[src/rtl/cpu_types_pkg.sv]
`default_nettype none
// ============================================================================
// Module   : cpu_types_pkg
// Purpose  : Shared CPU word, RAM-status and arbiter-state types.
// Revision : 1.0 - initial release
// ============================================================================
package cpu_types_pkg;

    typedef logic [31:0] word_t;

    typedef enum logic [1:0] {
        FREE   = 2'd0,
        BUSY   = 2'd1,
        ACCESS = 2'd2,
        ERROR  = 2'd3
    } ramstate_t;

    typedef enum logic [1:0] {
        IDLE = 2'd0,
        IGNT = 2'd1,
        DGNT = 2'd2
    } arbstate_t;

endpackage
`default_nettype wire

[src/rtl/arb_starve_cnt.sv]
`default_nettype none
// ============================================================================
// Module   : arb_starve_cnt
// Purpose  : Saturating count of data grants served while a fetch waits.
// Revision : 1.0 - initial release
// ============================================================================
module arb_starve_cnt #(
    parameter int unsigned STARVE_LIMIT = 4
) (
    input  logic clk,
    input  logic rst,
    input  logic i_inc,
    input  logic i_clr,
    output logic o_at_limit
);
    localparam logic [7:0] c_limit = 8'(STARVE_LIMIT);

    logic [7:0] r_cnt;

    always_ff @(posedge clk) begin
        if (rst || i_clr) begin
            r_cnt <= 8'd0;
        end else if (i_inc && (r_cnt != 8'hFF)) begin
            r_cnt <= r_cnt + 8'd1;
        end
    end

    assign o_at_limit = (r_cnt >= c_limit);

endmodule
`default_nettype wire

[src/rtl/memory_arbiter.sv]
`default_nettype none
// ============================================================================
// Module   : memory_arbiter
// Purpose  : Fixed-priority (data over fetch) arbiter onto one RAM port.
//            Define ARB_STARVE_GUARD_EN to bound fetch starvation.
// Revision : 1.0 - initial release
// ============================================================================
module memory_arbiter
    import cpu_types_pkg::*;
#(
    parameter int unsigned STARVE_LIMIT = 4
) (
    input  logic      CLK,
    input  logic      RST,
    input  logic      iREN,
    input  word_t     iaddr,
    output logic      ihit,
    output word_t     iload,
    input  logic      dREN,
    input  logic      dWEN,
    input  word_t     daddr,
    input  word_t     dstore,
    output logic      dhit,
    output word_t     dload,
    output logic      ramREN,
    output logic      ramWEN,
    output word_t     ramaddr,
    output word_t     ramstore,
    input  word_t     ramload,
    input  ramstate_t ramstate
);
    arbstate_t r_state;
    logic      w_dreq;
    logic      w_starve;

    assign w_dreq = dREN | dWEN;

    always_ff @(posedge CLK) begin
        if (RST) begin
            r_state <= IDLE;
        end else begin
            case (r_state)
                IDLE: begin
                    if (w_starve && iREN) r_state <= IGNT;
                    else if (w_dreq)      r_state <= DGNT;
                    else if (iREN)        r_state <= IGNT;
                    else                  r_state <= IDLE;
                end
                // A dropped request or a completed access both return to IDLE.
                IGNT: if (!iREN || ramstate == ACCESS) r_state <= IDLE;
                DGNT: if (!w_dreq || ramstate == ACCESS) r_state <= IDLE;
                default: r_state <= IDLE;
            endcase
        end
    end

    // RAM side follows the granted requester; hits are combinational.
    always_comb begin
        ramREN   = 1'b0;
        ramWEN   = 1'b0;
        ramaddr  = '0;
        ramstore = '0;
        ihit     = 1'b0;
        iload    = '0;
        dhit     = 1'b0;
        dload    = '0;
        if (!RST) begin
            case (r_state)
                IGNT: begin
                    ramREN  = 1'b1;
                    ramaddr = iaddr;
                    if (iREN && ramstate == ACCESS) begin
                        ihit  = 1'b1;
                        iload = ramload;
                    end
                end
                DGNT: begin
                    ramWEN   = dWEN;
                    ramREN   = dREN & ~dWEN;
                    ramaddr  = daddr;
                    ramstore = dstore;
                    if (w_dreq && ramstate == ACCESS) begin
                        dhit  = 1'b1;
                        dload = ramload;
                    end
                end
                default: ;
            endcase
        end
    end

`ifdef ARB_STARVE_GUARD_EN
    logic w_cnt_inc;
    logic w_cnt_clr;

    assign w_cnt_inc = dhit & iREN;
    assign w_cnt_clr = ihit | ((r_state == IDLE) & ~iREN);

    arb_starve_cnt #(
        .STARVE_LIMIT (STARVE_LIMIT)
    ) u_starve_cnt (
        .clk        (CLK),
        .rst        (RST),
        .i_inc      (w_cnt_inc),
        .i_clr      (w_cnt_clr),
        .o_at_limit (w_starve)
    );
`else
    assign w_starve = 1'b0;
`endif

endmodule
`default_nettype wire
[config.mk]
export PLATFORM = sky130hd
export DESIGN_NAME = memory_arbiter
export DESIGN_NICKNAME = d
export VERILOG_FILES = /design/src/rtl/cpu_types_pkg.sv /design/src/rtl/arb_starve_cnt.sv /design/src/rtl/memory_arbiter.sv
export SDC_FILE = /design/constraint.sdc
export NUM_CORES = 1
export LEC_CHECK = 0
export CAP_MARGIN = 20
export CORE_AREA = 2 2 103 105
export DETAILED_ROUTE_END_ITERATION = 6
export DIE_AREA = 0 0 105 107
export PLACE_DENSITY = 0.59
export SYNTH_ARGS = -nofsm -noshare
export SYNTH_HDL_FRONTEND = slang
export SYNTH_SLANG_ARGS = --single-unit
[constraint.sdc]
create_clock -name CLK -period 1.7 [get_ports CLK]
set_input_delay 0.34 -clock CLK [delete_from_list [all_inputs] [get_ports CLK]]
set_output_delay 0.34 -clock CLK [all_outputs]
set_load 0.02 [all_outputs]
==> impl_metrics.tcl <==
set metrics [dict create \
    tightest_slew_ns 0.300 \
    ys_async_sr_fraction_pct 0 \
    die_h_um 107 \
    synth_seq_area_share_pct 3.02 \
    largest_registers "r_state x2" \
    cts_root_buf "clkbuf_8" \
    combPwrFrac_pct 79.9 \
    clk_latency_ns 0.21 \
    met3_wirelength_um 895 \
    io_buffers 266 \
    nets 625 \
    avgSynthCellArea_um2 6.32 \
    dpl.hpwl_um 7110 \
    drc 0 \
    antenna_found_initial 1 \
    hp-class "reg2reg" \
    netSwitchingPower_w 0.000408 \
    area_delta_synth_final_pct 267 \
    synthCells 210 \
    worstSetupEndpointType "primary output" \
    ys_types 22 \
    synth_top_area_cell "and2_1" \
    met1Wirelength_um 3290 \
    crit_required_ns 1.36 \
    cts_hold_buf 0 \
    intPower_w 0.000811 \
    nFillCells 980 \
    core-area_um2 10100 \
    cts_buffers 3 \
    start_util_pct 13.2 \
    period_minus_slack_ns 1.94 \
    yosys_most_used_dff "dfxtp_1" \
    worstSetupPathType "reg2out" \
    cap_violations 0 \
    grt_max_degree 36 \
    violations "negative setup slack" \
    rows 37 \
    clk_pin_slew_ns 0.03 \
    via_per_inst 4.19 \
    yosys_warnings 0 \
    period_share_pct 114 \
    whs_ns 0.531 \
    highest_layer "met5" \
    overflow 0 \
    timing.final.ws_setup_ns -0.241 \
    cts.sinks 2 \
    syn_nets 349 \
    synth_seq_cells 2 \
    drt-initial-drc-count 101 \
    p_sw_share_pct 33.4 \
    grt_usage_pct 15.8 \
    synth.most_common_cell "and2_1" \
    crit_fanout 17 \
    first_global_vias 2800 \
    wl_met2_um 5330 \
    p_leak_nw 2.15 \
    ys_top_cells_by_area "and2_1, a22oi_1, nor2_1, ha_1, buf_2" \
    seqCellArea_um2 47.5 \
    io-pin-count 267 \
    vdd_drop_max_mv 0.127 \
    power_density_nw_per_um2 250 \
    gp_congestion 0.821 \
    cp-start-kind "flip-flop" \
    antenna_left 0 \
    route.vias.total 2596 \
    die_area_um2 11200 \
    wl_per_cell_um 15.5 \
    seqPwrFrac_pct 5.0 \
    firstDrtPassIters 4 \
    final_hold_viol_count 0 \
    largest_register "r_state" \
    rsz0062_at_grt "yes" \
    final_cell_count_no_fill 620 \
    grt_first_pass_wirelength_um 14300 \
    cts_buffer_depth 2 \
    synth_edf_count 0 \
    finalWirelength_um 9610 \
    multi_input_area_um2 1480 \
    finalSetupViolations 131 \
    drive_gt1_share_pct 57.0 \
    timing.slew.headroom_pct 79.9 \
    cts_htree_levels 1 \
    die_x_um 105 \
    slew_violations 0 \
    fin_tns_setup_ns -19.60 \
    mappedNetlistArea_um2 1330 \
    cts_tree "yes" \
    largest_register_ffs 2 \
    clockPowerShare_pct 15.1 \
    yosys-top-cells-count "and2_1, nor2_1, a22oi_1" \
    arrival_ns 1.60 \
    fmax_mhz 515 \
    finClkSkew_ns 0.00395 \
    antenna_cells 0 \
    synth_top_area_share_pct 46.2 \
    status "finished with violations" \
    dp.cells 601 \
]
[layout by cell type, fill, tap and decap left out, types with 4 or more instances in the layout]
master           count
and2_4              96
buf_6              101
buf_4               41
clkdlybuf4s50_1    128
nor2_2               4
nor2_1              30
buf_12               9
a22oi_1             32
[cells by family after synthesis]
group	synth area share, %
fa+ha+maj	3.77
compound gates	21.3
buf+inv	9.24
simple gates	62.7
flops	3.02
[path summary, 6_finish.rpt]
path	startpoint	to	slack, ns	depth (start not counted)
hold reg to reg	r_state[0]	r_state[0]	0.53	1
setup reg to reg	r_state[0]	r_state[1]	0.22	6
setup / recovery	r_state[0]	iload[26]	-0.24	6
hold / removal	r_state[0]	r_state[0]	0.53	1
[critical path: stages, from the launching register on]
cell and delay (ns):
dfxtp_4 0.35, buf_4 0.14, ha_4 0.16, and4b_2 0.25, buf_12 0.16, and2_2 0.20
buf_6 0.13
[stage by stage]
stage	cell area, um^2	util (%)	setup WS (ns)	total power [W]
floorplan	1380	-	0.00137	0.000347
global placement	4250	42.1	-0.873	0.000865
detailed placement	4250	42.1	-0.909	0.000876
CTS	4820	47.8	-0.266	0.00124
global route	4870	48.3	-0.294	0.00129
finish	4870	48.3	-0.241	0.00122
[what timing repair did]
item / 4_1_cts / 5_1_grt
pin swaps: 57 / 6
gates cloned: 8 / 1
endpoints found under the setup margin: 132 / 132
buffers inserted: 13 / 2
resized for setup: 850 / 57
[layout make-up]
type / instances / area share (%)
well taps: 136 / 3.49
flip-flops and latches: 2 / 0.975
inverters: 3 / 0.385
repair buffers: 292 / 64.0
clock buffers: 3 / 0.847
multi-input cells: 184 / 30.3
[per-layer routing]
metal	GRT usage, %	vias up
met3	4.50	6
li1	-	1245
met1	15.4	1181
met4	3.62	2
met5	0	-
met2	32.5	162
[power by group through the flow]
stage	Sequential, W	Combinational [W]	Clock, W
after CTS	0.0000617	0.000990	0.000191
after floorplan	0.0000552	0.000292	0
after global placement	0.0000565	0.000809	0
after detailed placement	0.0000565	0.000819	0
after global routing	0.0000618	0.00103	0.000198
final	0.0000611	0.000973	0.000184
(Power assumes the default switching activity.)
